--- src/rtl/rgb_frame_streamer_pkg.sv ---
// RGB frame streamer shared types and constants.
// Imported by the streamer top, its FIFO and the bench.
package rgb_frame_streamer_pkg;

  typedef enum logic [2:0] {
    ST_IDLE,
    ST_STREAM,
    ST_DRAIN,
    ST_DONE,
    ST_WAIT
  } state_t;

  localparam int N_DEF   = 64;
  localparam int M_DEF   = 64;
  localparam int BPP_DEF = 3;

  localparam int FRAME_BYTES = N_DEF * M_DEF * BPP_DEF;

  localparam logic [1:0] PH_R = 2'd0;
  localparam logic [1:0] PH_G = 2'd1;
  localparam logic [1:0] PH_B = 2'd2;

  function automatic int frame_bytes(
    input int n,
    input int m,
    input int bpp
  );
    return n * m * bpp;
  endfunction

endpackage

--- src/rtl/rgb_frame_streamer_if.sv ---
// Byte stream to the grayscale stage.
// Valid / pause handshake.
interface rgb_frame_streamer_if;

  logic [7:0] dout;
  logic       dout_valid;
  logic [1:0] byte_phase;
  logic       last;
  logic       pause;

  modport master (
    output dout,
    output dout_valid,
    output byte_phase,
    output last,
    input  pause
  );

  modport slave (
    input  dout,
    input  dout_valid,
    input  byte_phase,
    input  last,
    output pause
  );

endinterface

--- src/rtl/rgb_frame_streamer_byte_skid_fifo.sv ---
// Two-entry byte FIFO; the head entry drives the stream output.
// Flush empties it in one cycle.
module byte_skid_fifo (
  input  logic       clk,
  input  logic       rst_n,
  input  logic       flush,
  input  logic       push,
  input  logic       pop,
  input  logic [7:0] din,
  output logic [7:0] dout,
  output logic [1:0] occ,
  output logic       empty
);

  logic [7:0] mem_q [2];
  logic       wp_q;
  logic       rp_q;
  logic [1:0] occ_q;

  always_ff @(posedge clk or negedge rst_n) begin
    if (!rst_n) begin
      mem_q[0] <= '0;
      mem_q[1] <= '0;
      wp_q     <= 1'b0;
      rp_q     <= 1'b0;
      occ_q    <= '0;
    end else if (flush) begin
      wp_q  <= 1'b0;
      rp_q  <= 1'b0;
      occ_q <= '0;
    end else begin
      if (push) begin
        mem_q[wp_q] <= din;
        wp_q        <= ~wp_q;
      end
      if (pop) begin
        rp_q <= ~rp_q;
      end
      occ_q <= occ_q + {1'b0, push} - {1'b0, pop};
    end
  end

  assign dout  = mem_q[rp_q];
  assign occ   = occ_q;
  assign empty = (occ_q == 2'd0);

endmodule

--- src/rtl/rgb_frame_streamer.sv ---
// Walks a stored RGB frame out of a 1-cycle RAM as a byte stream.
// Credit-limited reads keep the 2-entry FIFO from overflowing.
module rgb_frame_streamer
  import rgb_frame_streamer_pkg::*;
#(
  parameter int N         = 64,
  parameter int M         = 64,
  parameter int BPP       = 3,
  parameter int ADDR_W    = 14,
  parameter int BASE_ADDR = 0
) (
  input  logic                  clk,
  input  logic                  rst_n,
  input  logic                  enable,
  rgb_frame_streamer_if.master  bus,
  output logic                  mem_rd_en,
  output logic [ADDR_W-1:0]     mem_addr,
  input  logic [7:0]            mem_rdata,
  output logic                  done
);

  localparam int FB_INT = frame_bytes(N, M, BPP);
  localparam logic [ADDR_W-1:0] FB      = ADDR_W'(FB_INT);
  localparam logic [ADDR_W-1:0] FB_LAST = ADDR_W'(FB_INT - 1);
  localparam logic [ADDR_W-1:0] BASE    = ADDR_W'(BASE_ADDR);
  localparam logic [ADDR_W-1:0] ONE     = ADDR_W'(1);

  state_t state_q;
  state_t state_d;

  logic [ADDR_W-1:0] rd_cnt_q;
  logic [ADDR_W-1:0] tx_cnt_q;
  logic [1:0]        ph_q;
  logic [1:0]        ph_nxt;
  logic              inflight_q;

  logic [1:0] occ;
  logic [7:0] head;
  logic       empty;
  logic       valid;

  logic       active;
  logic       abort;
  logic       xfer;
  logic       last_b;
  logic       rd_en;
  logic       push;
  logic       clr;
  logic [2:0] pending;

  byte_skid_fifo u_fifo (
    .clk   (clk),
    .rst_n (rst_n),
    .flush (abort),
    .push  (push),
    .pop   (xfer),
    .din   (mem_rdata),
    .dout  (head),
    .occ   (occ),
    .empty (empty)
  );

  assign valid  = ~empty;
  assign active = (state_q == ST_STREAM) | (state_q == ST_DRAIN);
  assign abort  = active & ~enable;
  assign xfer   = valid & ~bus.pause;
  assign last_b = valid & (tx_cnt_q == FB_LAST);
  assign clr    = (state_q == ST_IDLE) | abort;

  // Bytes already owed to the FIFO once this cycle's pop is taken.
  assign pending = {1'b0, occ}
                 + {2'b0, inflight_q}
                 - {2'b0, xfer};

  assign rd_en = (state_q == ST_STREAM) & enable
               & (rd_cnt_q < FB) & (pending < 3'd2);

  assign push = inflight_q & ~abort;

  always_comb begin
    ph_nxt = PH_R;
    unique case (1'b1)
      ph_q == PH_R: ph_nxt = PH_G;
      ph_q == PH_G: ph_nxt = PH_B;
      default:      ph_nxt = PH_R;
    endcase
  end

  always_comb begin
    state_d = state_q;
    unique case (state_q)
      ST_IDLE: begin
        if (enable) state_d = ST_STREAM;
      end
      ST_STREAM: begin
        if (!enable)             state_d = ST_IDLE;
        else if (rd_cnt_q == FB) state_d = ST_DRAIN;
      end
      ST_DRAIN: begin
        if (!enable)            state_d = ST_IDLE;
        else if (xfer & last_b) state_d = ST_DONE;
      end
      ST_DONE: begin
        state_d = ST_WAIT;
      end
      ST_WAIT: begin
        if (!enable) state_d = ST_IDLE;
      end
      default: begin
        state_d = ST_IDLE;
      end
    endcase
  end

  always_ff @(posedge clk or negedge rst_n) begin
    if (!rst_n) begin
      state_q    <= ST_IDLE;
      rd_cnt_q   <= '0;
      tx_cnt_q   <= '0;
      ph_q       <= PH_R;
      inflight_q <= 1'b0;
    end else begin
      state_q    <= state_d;
      inflight_q <= rd_en;
      if (clr) begin
        rd_cnt_q <= '0;
        tx_cnt_q <= '0;
        ph_q     <= PH_R;
      end else begin
        if (rd_en) rd_cnt_q <= rd_cnt_q + ONE;
        if (xfer) begin
          tx_cnt_q <= tx_cnt_q + ONE;
          ph_q     <= ph_nxt;
        end
      end
    end
  end

  assign mem_rd_en = rd_en;
  assign mem_addr  = BASE + rd_cnt_q;
  assign done      = (state_q == ST_DONE);

  assign bus.dout_valid = valid;
  assign bus.dout       = valid ? head : 8'h00;
  assign bus.byte_phase = valid ? ph_q : PH_R;
  assign bus.last       = last_b;

endmodule

--- src/flat_wrapper.sv ---
// flat-port wrapper written by rule: the top's interface ports become plain ports
module rgb_frame_streamer_flat import rgb_frame_streamer_pkg::*;
#(
  parameter int N         = 64,
  parameter int M         = 64,
  parameter int BPP       = 3,
  parameter int ADDR_W    = 14,
  parameter int BASE_ADDR = 0
)
  (clk, rst_n, enable, mem_rd_en, mem_addr, mem_rdata, done, bus_dout, bus_dout_valid, bus_byte_phase, bus_last, bus_pause);
  rgb_frame_streamer_if bus_i ();
  input  logic clk;
  input  logic rst_n;
  input  logic enable;
  output logic mem_rd_en;
  output logic [ADDR_W-1:0] mem_addr;
  input  logic [7:0] mem_rdata;
  output logic done;
  output wire logic [$bits(bus_i.dout)-1:0] bus_dout;
  output wire logic [$bits(bus_i.dout_valid)-1:0] bus_dout_valid;
  output wire logic [$bits(bus_i.byte_phase)-1:0] bus_byte_phase;
  output wire logic [$bits(bus_i.last)-1:0] bus_last;
  input wire logic [$bits(bus_i.pause)-1:0] bus_pause;
  assign bus_dout = bus_i.dout;
  assign bus_dout_valid = bus_i.dout_valid;
  assign bus_byte_phase = bus_i.byte_phase;
  assign bus_last = bus_i.last;
  assign bus_i.pause = bus_pause;
  rgb_frame_streamer #(.N(N), .M(M), .BPP(BPP), .ADDR_W(ADDR_W), .BASE_ADDR(BASE_ADDR)) u_core (.clk(clk), .rst_n(rst_n), .enable(enable), .bus(bus_i), .mem_rd_en(mem_rd_en), .mem_addr(mem_addr), .mem_rdata(mem_rdata), .done(done));
endmodule
--- config.mk ---
export PLATFORM = sky130hd
export DESIGN_NAME = rgb_frame_streamer_flat
export DESIGN_NICKNAME = d
export VERILOG_FILES = /design/src/rtl/rgb_frame_streamer_pkg.sv /design/src/rtl/rgb_frame_streamer_if.sv /design/src/rtl/rgb_frame_streamer_byte_skid_fifo.sv /design/src/rtl/rgb_frame_streamer.sv /design/src/flat_wrapper.sv
export SDC_FILE = /design/constraint.sdc
export NUM_CORES = 1
export LEC_CHECK = 0
export ABC_AREA = 0
export BUFFER_PORTS_ARGS = -buffer_cell sky130_fd_sc_hd__buf_2
export CAP_MARGIN = 20
export CORE_AREA = 2 2 68 76
export CTS_BUF_LIST = sky130_fd_sc_hd__clkbuf_4 sky130_fd_sc_hd__clkbuf_8 sky130_fd_sc_hd__clkbuf_16
export DETAILED_ROUTE_END_ITERATION = 10
export DIE_AREA = 0 0 70 78
export GPL_TIMING_DRIVEN = 0
export HOLD_SLACK_MARGIN = 0.15
export PLACE_DENSITY = 0.87
export SETUP_SLACK_MARGIN = 0.3
export SYNTH_ARGS = -nofsm -noshare
export SYNTH_HDL_FRONTEND = slang
export SYNTH_SLANG_ARGS = --single-unit
export TNS_END_PERCENT = 5
--- constraint.sdc ---
create_clock -name clk -period 5.6 [get_ports clk]
set_input_delay 0.28 -clock clk [delete_from_list [all_inputs] [get_ports clk]]
set_output_delay 0.28 -clock clk [all_outputs]
set_load 0.05 [all_outputs]
==> impl_metrics.env, run 1 <==
export IMPL_num_io_pins=40
export IMPL_rows=26
export IMPL_htree_levels=2
export IMPL_worstPathArrival_ns=2.73
export IMPL_yosys_area_top_type="dfrtp_1"
export IMPL_grt_overflow_total=0
export IMPL_grt_use_total_pct=20.8
export IMPL_status="finished, final reports clean"
export IMPL_grt_pass1_vias=2092
export IMPL_grt_pass1_wl_um=9180
export IMPL_grt_busiest_layer="met2"
export IMPL_max_slew_margin_pct=47.6
export IMPL_hp_class="in2reg"
export IMPL_dp_hpwl_um=3790
export IMPL_pwr_density_cell_nw_per_um2=468
export IMPL_synth_warnings=0
export IMPL_die_x_um=70
export IMPL_synthTopCellsByArea="dfrtp_1, mux2_2, xnor2_1"
export IMPL_cts_sinks=54
export IMPL_cts_buffers=5
export IMPL_critPathMaxFanout=9
export IMPL_cts_tree="built"
export IMPL_crit_slowest_cell="fa_1"
export IMPL_ir_drop_v=0.000343
export IMPL_path_cells="o21bai_4 > nor2_1 > fa_1 > a21boi_0 > and3_1 > clkbuf_1 > buf_2"
export IMPL_place_ws_ns=2.78
export IMPL_p_leak_nw=1.45
export IMPL_gp_congestion=0.777
export IMPL_antenna_cells=0
export IMPL_rsz0062_at_grt="no"
export IMPL_first_pass_iters=4
export IMPL_synth_top_area_share_pct=49.7
export IMPL_max_cap_violations=0
export IMPL_routed_wl_um=5410
export IMPL_tns_ns=0
export IMPL_crit_path_end_kind="output pin"
export IMPL_setup_violations=0
export IMPL_avgRoutedWirePerCell_um=14.7
export IMPL_ys_seq_area_share_pct=49.7
export IMPL_slew_viol_final=0
export IMPL_postCtsSetupRepairBufs=0
export IMPL_final_cell_area_um2=3150
export IMPL_fin_skew_ns=0.00842
export IMPL_syn_num_nets=281
export IMPL_cp_depth=7
export IMPL_hold_depth=2
export IMPL_setup_slack_ns=2.59
export IMPL_fmax_mhz=332
export IMPL_syn_inst=263
export IMPL_io_buffers=39
export IMPL_coreArea_um2=4620
export IMPL_initial_utilization_pct=58.9
export IMPL_root_buffer="clkbuf_8"
export IMPL_rr_worst_depth=7
export IMPL_globalRouteMet3Util_pct=3.12
export IMPL_ys_types=40
export IMPL_max_stage_delay_ns=0.51
export IMPL_grt_antenna_before_repair=0
export IMPL_path_class="reg2out"
export IMPL_remaining_drc_errors=0
export IMPL_regArea_um2=1350
export IMPL_design_die_area_um2=5460
export IMPL_grt_start_max_net_pins=29
export IMPL_finalCritPeriodShare_pct=53.8
export IMPL_syn_avg_cell_area_um2=10.3
export IMPL_syn_area_um2=2720
export IMPL_viasPerCell=5.78
export IMPL_area_growth_pct=15.9
export IMPL_multiInputGateArea_um2=1300
export IMPL_worst_slew_pin_slew_ns=0.782
export IMPL_drive_gt1_share_pct=23.1
export IMPL_clk_pin_slew_worst_paths_ns=0.10
export IMPL_grt_use_met2_pct=37.7
export IMPL_timing_final_crit_period_ns=3.01
export IMPL_critical_path_buf_inv_count=2
export IMPL_clkLatencyLatePin_ns=0.31
export IMPL_grt_use_met1_pct=25.4
export IMPL_fillers=365
export IMPL_drt_iter0_drc=134
export IMPL_required_ns=5.32
export IMPL_post_dp_cell_area_um2=3010
export IMPL_synth_seq_cells=54
export IMPL_final_nets=329
export IMPL_start_kind="flop"
export IMPL_clockBufferDepth=2
export IMPL_postRouteAntennaNets=0
export IMPL_vias=2126
export IMPL_hold_violations=0
export IMPL_die_h_um=78
export IMPL_critPathTopFamily="compound AO/OA/AOI/OAI gates"
[metrics by stage]
step           hold WS, ns  std cells  total power (W)  utilization, %
4_1_cts              0.195        368          0.00149            68.3
2_1_floorplan      -0.0156        263          0.00102               -
3_5_place_dp         0.337        359          0.00117            65.1
3_3_place_gp         0.487        358          0.00115            64.6
6_report             0.205        368          0.00148            68.3
5_1_grt              0.206        368          0.00156            68.3
[cells by family after synthesis]
kind of cell               count (synthesis)  share of synthesized area, %
buffers and inverters                     18                          2.48
xor gates and xnor gates                  17                          5.47
DFF                                       54                          49.7
adders and majority gates                  7                          3.40
muxes                                     26                          10.3
AOI/OAI and AO/OA                         37                          8.19
and+or+nand+nor                          104                          20.4
[cells in the final DEF, fill, tap and decap left out, drive strengths merged, types with 5 or more instances in the layout]
master	instances
nor2	32
o21ai	13
nand2	15
nor4	5
or3	11
and3	5
dfrtp	54
ha	5
xnor2	15
a21oi	15
nand4	8
nand3	7
clkbuf	12
mux2	17
buf	40
mux2i	9
inv	11
[where the power goes]
part | internal [W] | total, W | switching, W
logic | 0.000210 | 0.000621 | 0.000411
clock network | 0.000179 | 0.000312 | 0.000133
registers | 0.000473 | 0.000543 | 0.0000696
total | 0.000862 | 0.00148 | 0.000614
[layer usage]
| metal | routed length, µm | part of all wire (%) |
|---|---|---|
| met2 | 2760 | 51 |
| met5 | 0 | 0 |
| met1 | 2360 | 44 |
| met3 | 231 | 4.3 |
| met4 | 60 | 1.1 |
[path summary, 6_finish.rpt]
| check | start | to | slack, ns |
|---|---|---|---|
| worst max-delay path | u_core.u_fifo.occ[1]$_DFF_PN0_ | mem_rd_en | 2.59 |
| worst min-delay path | mem_rdata[4] | u_core.u_fifo.mem_q[12]$_DFFE_PN0P_ | 0.20 |
| worst max register to register | u_core.u_fifo.occ[1]$_DFF_PN0_ | u_core.rd_cnt_q[11]$_DFFE_PN0P_ | 2.75 |
| worst min register to register | u_core.u_fifo.mem_q[15]$_DFFE_PN0P_ | u_core.u_fifo.mem_q[15]$_DFFE_PN0P_ | 0.52 |
| max in group asynchronous | rst_n | u_core.u_fifo.wp_q$_DFFE_PN0P_ | 4.53 |
| min in group asynchronous | rst_n | u_core.rd_cnt_q[4]$_DFFE_PN0P_ | 0.52 |
[what timing repair did]
action	4_1_cts	5_1_grt
endpoints found under the setup margin	0	0
hold buffers	1	0
hold endpoints to repair	26	0
gates resized for setup	0	0
[sequential cells by signal, indices dropped and copies added, names as in the netlist]
name	flops
u_core.rd_cnt_q	14
u_core.tx_cnt_q	14
u_core.inflight_q	1
u_core.u_fifo.rp_q	1
u_core.u_fifo.wp_q	1
u_core.u_fifo.occ	2
u_core.state_q	3
u_core.u_fifo.mem_q	16
u_core.ph_q	2
[final cells by class]
class / count / share of cell area [%]
buffer: 7 / 0.833
clock buffer: 5 / 2.18
clock inverter: 3 / 2.18
inverter: 11 / 1.31
multi-input combinational: 191 / 41.3
sequential: 54 / 42.9
tap: 56 / 2.22
timing repair buffer: 41 / 7.14
[cell usage after synthesis]
library cell   n
nand3_1        7
or2_2          1
o31ai_1        2
o41ai_1        1
a21oi_1       15
mux2_2        17
o21bai_4       1
o21ai_0       12
o21ai_1        1
and4_1         1
nand2_1       15
nand4b_1       1
and3_1         5
nor2b_1        3
fa_1           1
o21a_1         1
nand4_1        8
or4_1          3
nor2_1        32
clkbuf_1       7
a31o_2         1
nand2b_1       1
and4bb_2       1
maj3_1         1
or3_1         11
ha_1           5
mux2i_1        9
nor3b_2        1
or4_4          1
nor4_1         5
dfrtp_1       54
nor3_1         4
nor4b_1        2
a22o_1         1
xnor2_1       15
inv_1         11
nand3b_2       1
a21boi_0       2
and2_1         1
xor2_1         2
Power figures use the tool's default switching activity.
==> inputs of run 2 (changes only) <==
CORE_AREA = 2 2 73 82   (was 2 2 68 76)
DIE_AREA = 0 0 75 84   (was 0 0 70 78)
PLACE_DENSITY = 0.8   (was 0.87)
clock period = 2.7 ns   (was 5.6 ns; I/O delays follow)
==> impl_metrics.env, run 2 (synthesis gave the netlist of run 1 again) <==
export IMPL_area_growth_pct=21.0
export IMPL_rsz0062_at_grt="yes"
export IMPL_dp_cells=380
export IMPL_avgRoutedWirePerCell_um=14.3
export IMPL_grt_busiest_layer="met2"
export IMPL_final_common_cell="dfrtp_1"
export IMPL_htree_levels=2
export IMPL_viasPerCell=5.43
export IMPL_clk_pin_slew_worst_paths_ns=0.11
export IMPL_first_pass_iters=4
export IMPL_status="finished, final reports clean"
export IMPL_io_buffers=39
export IMPL_largest_reg_flops=16
export IMPL_grt_pass1_vias=2246
export IMPL_hp_start="bus_pause"
export IMPL_worstPathArrival_ns=2.69
export IMPL_gp_congestion=0.764
export IMPL_grt_use_met2_pct=34.1
export IMPL_slew_viol_final=0
export IMPL_r2r_slack_ns=0.26
export IMPL_grt_use_total_pct=20.6
export IMPL_finalCritPeriodShare_pct=90.5
export IMPL_setup_slack_ns=0.256
export IMPL_grt_antenna_before_repair=0
export IMPL_start_kind="flop"
export IMPL_fmax_mhz=409
export IMPL_reg_top3="u_core.u_fifo.mem_q x16, u_core.rd_cnt_q x14, u_core.tx_cnt_q x14"
export IMPL_final_cells=402
export IMPL_crit_slowest_cell="fa_1"
export IMPL_whs_ns=0.286
export IMPL_max_slew_margin_pct=50.7
export IMPL_worstReg2RegEnd="u_core.rd_cnt_q[11]$_DFFE_PN0P_"
export IMPL_mostFrequentLayoutCells="dfrtp_1, buf_2, nor2_1"
export IMPL_drt_iter0_drc=114
export IMPL_setup_violations=0
export IMPL_design_die_area_um2=6300
export IMPL_hold_violations=0
export IMPL_coreArea_um2=5550
export IMPL_fin_util_pct=59.3
export IMPL_initial_utilization_pct=49.0
export IMPL_fillers=485
export IMPL_grt_overflow_total=0
export IMPL_cts_buffers=5
export IMPL_num_io_pins=40
export IMPL_critPathMaxFanout=6
export IMPL_ir_drop_v=0.000795
export IMPL_root_buffer="clkbuf_8"
export IMPL_place_ws_ns=-0.0507
export IMPL_rr_worst_depth=9
export IMPL_die_h_um=84
export IMPL_min_to="u_core.tx_cnt_q[7]$_DFFE_PN0P_"
export IMPL_dp_hpwl_um=3950
export IMPL_grt_use_met1_pct=26.0
export IMPL_postRouteAntennaNets=0
export IMPL_globalRouteMet3Util_pct=4.47
export IMPL_grt_start_max_net_pins=30
export IMPL_path_cells="clkbuf_2 > xnor2_2 > nand2_1 > fa_1 > a21boi_2 > nand4_1 > buf_4 > or4_1 > o21ai_0"
export IMPL_timing_final_crit_period_ns=2.44
export IMPL_rows=29
export IMPL_hold_depth=4
export IMPL_fin_skew_ns=0.0139
export IMPL_required_ns=2.94
export IMPL_cts_tree="built"
export IMPL_max_cap_violations=0
export IMPL_crit_path_end_kind="flop"
export IMPL_pwr_density_cell_nw_per_um2=900
export IMPL_remaining_drc_errors=0
export IMPL_regMostFlops="u_core.u_fifo.mem_q"
export IMPL_clockBufferDepth=2
export IMPL_antenna_cells=0
export IMPL_path_class="reg2reg"
export IMPL_die_x_um=75
export IMPL_max_stage_delay_ns=0.48
export IMPL_grt_pass1_wl_um=10100
export IMPL_hp_class="in2reg"
export IMPL_r2r_start="u_core.inflight_q$_DFF_PN0_"
export IMPL_vias=2183
export IMPL_clkLatencyLatePin_ns=0.32
export IMPL_cts_sinks=54
export IMPL_routed_wl_um=5760
export IMPL_worst_slew_pin_slew_ns=0.736
export IMPL_drive_gt1_share_pct=24.9
export IMPL_p_leak_nw=1.50
export IMPL_final_nets=342
export IMPL_finalPower_w=0.00296
[run 2: changes by cell type in the layout (fill, tap and decap cells not counted), moves of 2 or more]
cell,change
dlygate4sd3_1,+9
clkbuf_1,-2
bufinv_16,-2
buf_4,+4
[run 2: worst max-delay path by stage]
stage / startpoint / to / slack, ns
after floorplan: u_core.u_fifo.occ[1]$_DFF_PN0_ / u_core.rd_cnt_q[11]$_DFFE_PN0P_ / 0.34
after global placement: u_core.u_fifo.occ[1]$_DFF_PN0_ / u_core.rd_cnt_q[11]$_DFFE_PN0P_ / 0.01
after detailed placement: u_core.u_fifo.occ[1]$_DFF_PN0_ / u_core.rd_cnt_q[11]$_DFFE_PN0P_ / -0.05
after CTS: u_core.inflight_q$_DFF_PN0_ / u_core.rd_cnt_q[12]$_DFFE_PN0P_ / 0.30
after global routing: u_core.inflight_q$_DFF_PN0_ / u_core.rd_cnt_q[11]$_DFFE_PN0P_ / 0.16
final: u_core.inflight_q$_DFF_PN0_ / u_core.rd_cnt_q[11]$_DFFE_PN0P_ / 0.26
[run 2: repair_timing]
action / CTS / global route
endpoints found under the setup margin: 13 / 11
cloned: 0 / 0
resized for setup: 5 / 2
buffers inserted: 3 / 1
hold endpoints to repair: 44 / 0
pin swaps: 2 / 2
hold buffers: 10 / 0
[run 2: layout make-up]
cell class	instances	area [µm²]	share of cell area (%)
repair buffers	54	355	10.8
clock buffers	5	68.8	2.09
flip-flops and latches	54	1350	41.1
inverters	11	41.3	1.25
multi-input cells	191	1320	40.0
well taps	77	96.3	2.93
plain buffers	7	31.3	0.951
clock inverters	3	28.8	0.875
[run 2: report_power, final]
part / internal, W / switching, W / total, W
sequential: 0.000981 / 0.000144 / 0.00113
clock: 0.000193 / 0.000295 / 0.000488
combinational: 0.000475 / 0.000872 / 0.00135
total: 0.00165 / 0.00131 / 0.00296
[run 2: per-layer routing]
layer  vias to the layer above  wire [µm]
met4                         0        124
met2                        42       2960
met5                         -          0
li1                       1051          -
met3                        13        231
met1                      1077       2450
[run 2: stage by stage]
stage                     setup TNS, ns  instance area (µm²)
after floorplan                       0                 2720
after global placement                0                 3020
after detailed placement        -0.0507                 3040
after CTS                             0                 3270
after global routing                  0                 3290
final                                 0                 3290
[run 2: worst max-delay path: cells and delay by family, from the launching register on]
| kind | cells | cell delay, ns |
|---|---|---|
| flops | 1 | 0.38 |
| xor+xnor | 1 | 0.15 |
| compound gates | 2 | 0.30 |
| buf+inv | 2 | 0.38 |
| fa+ha+maj | 1 | 0.48 |
| simple gates | 3 | 0.70 |
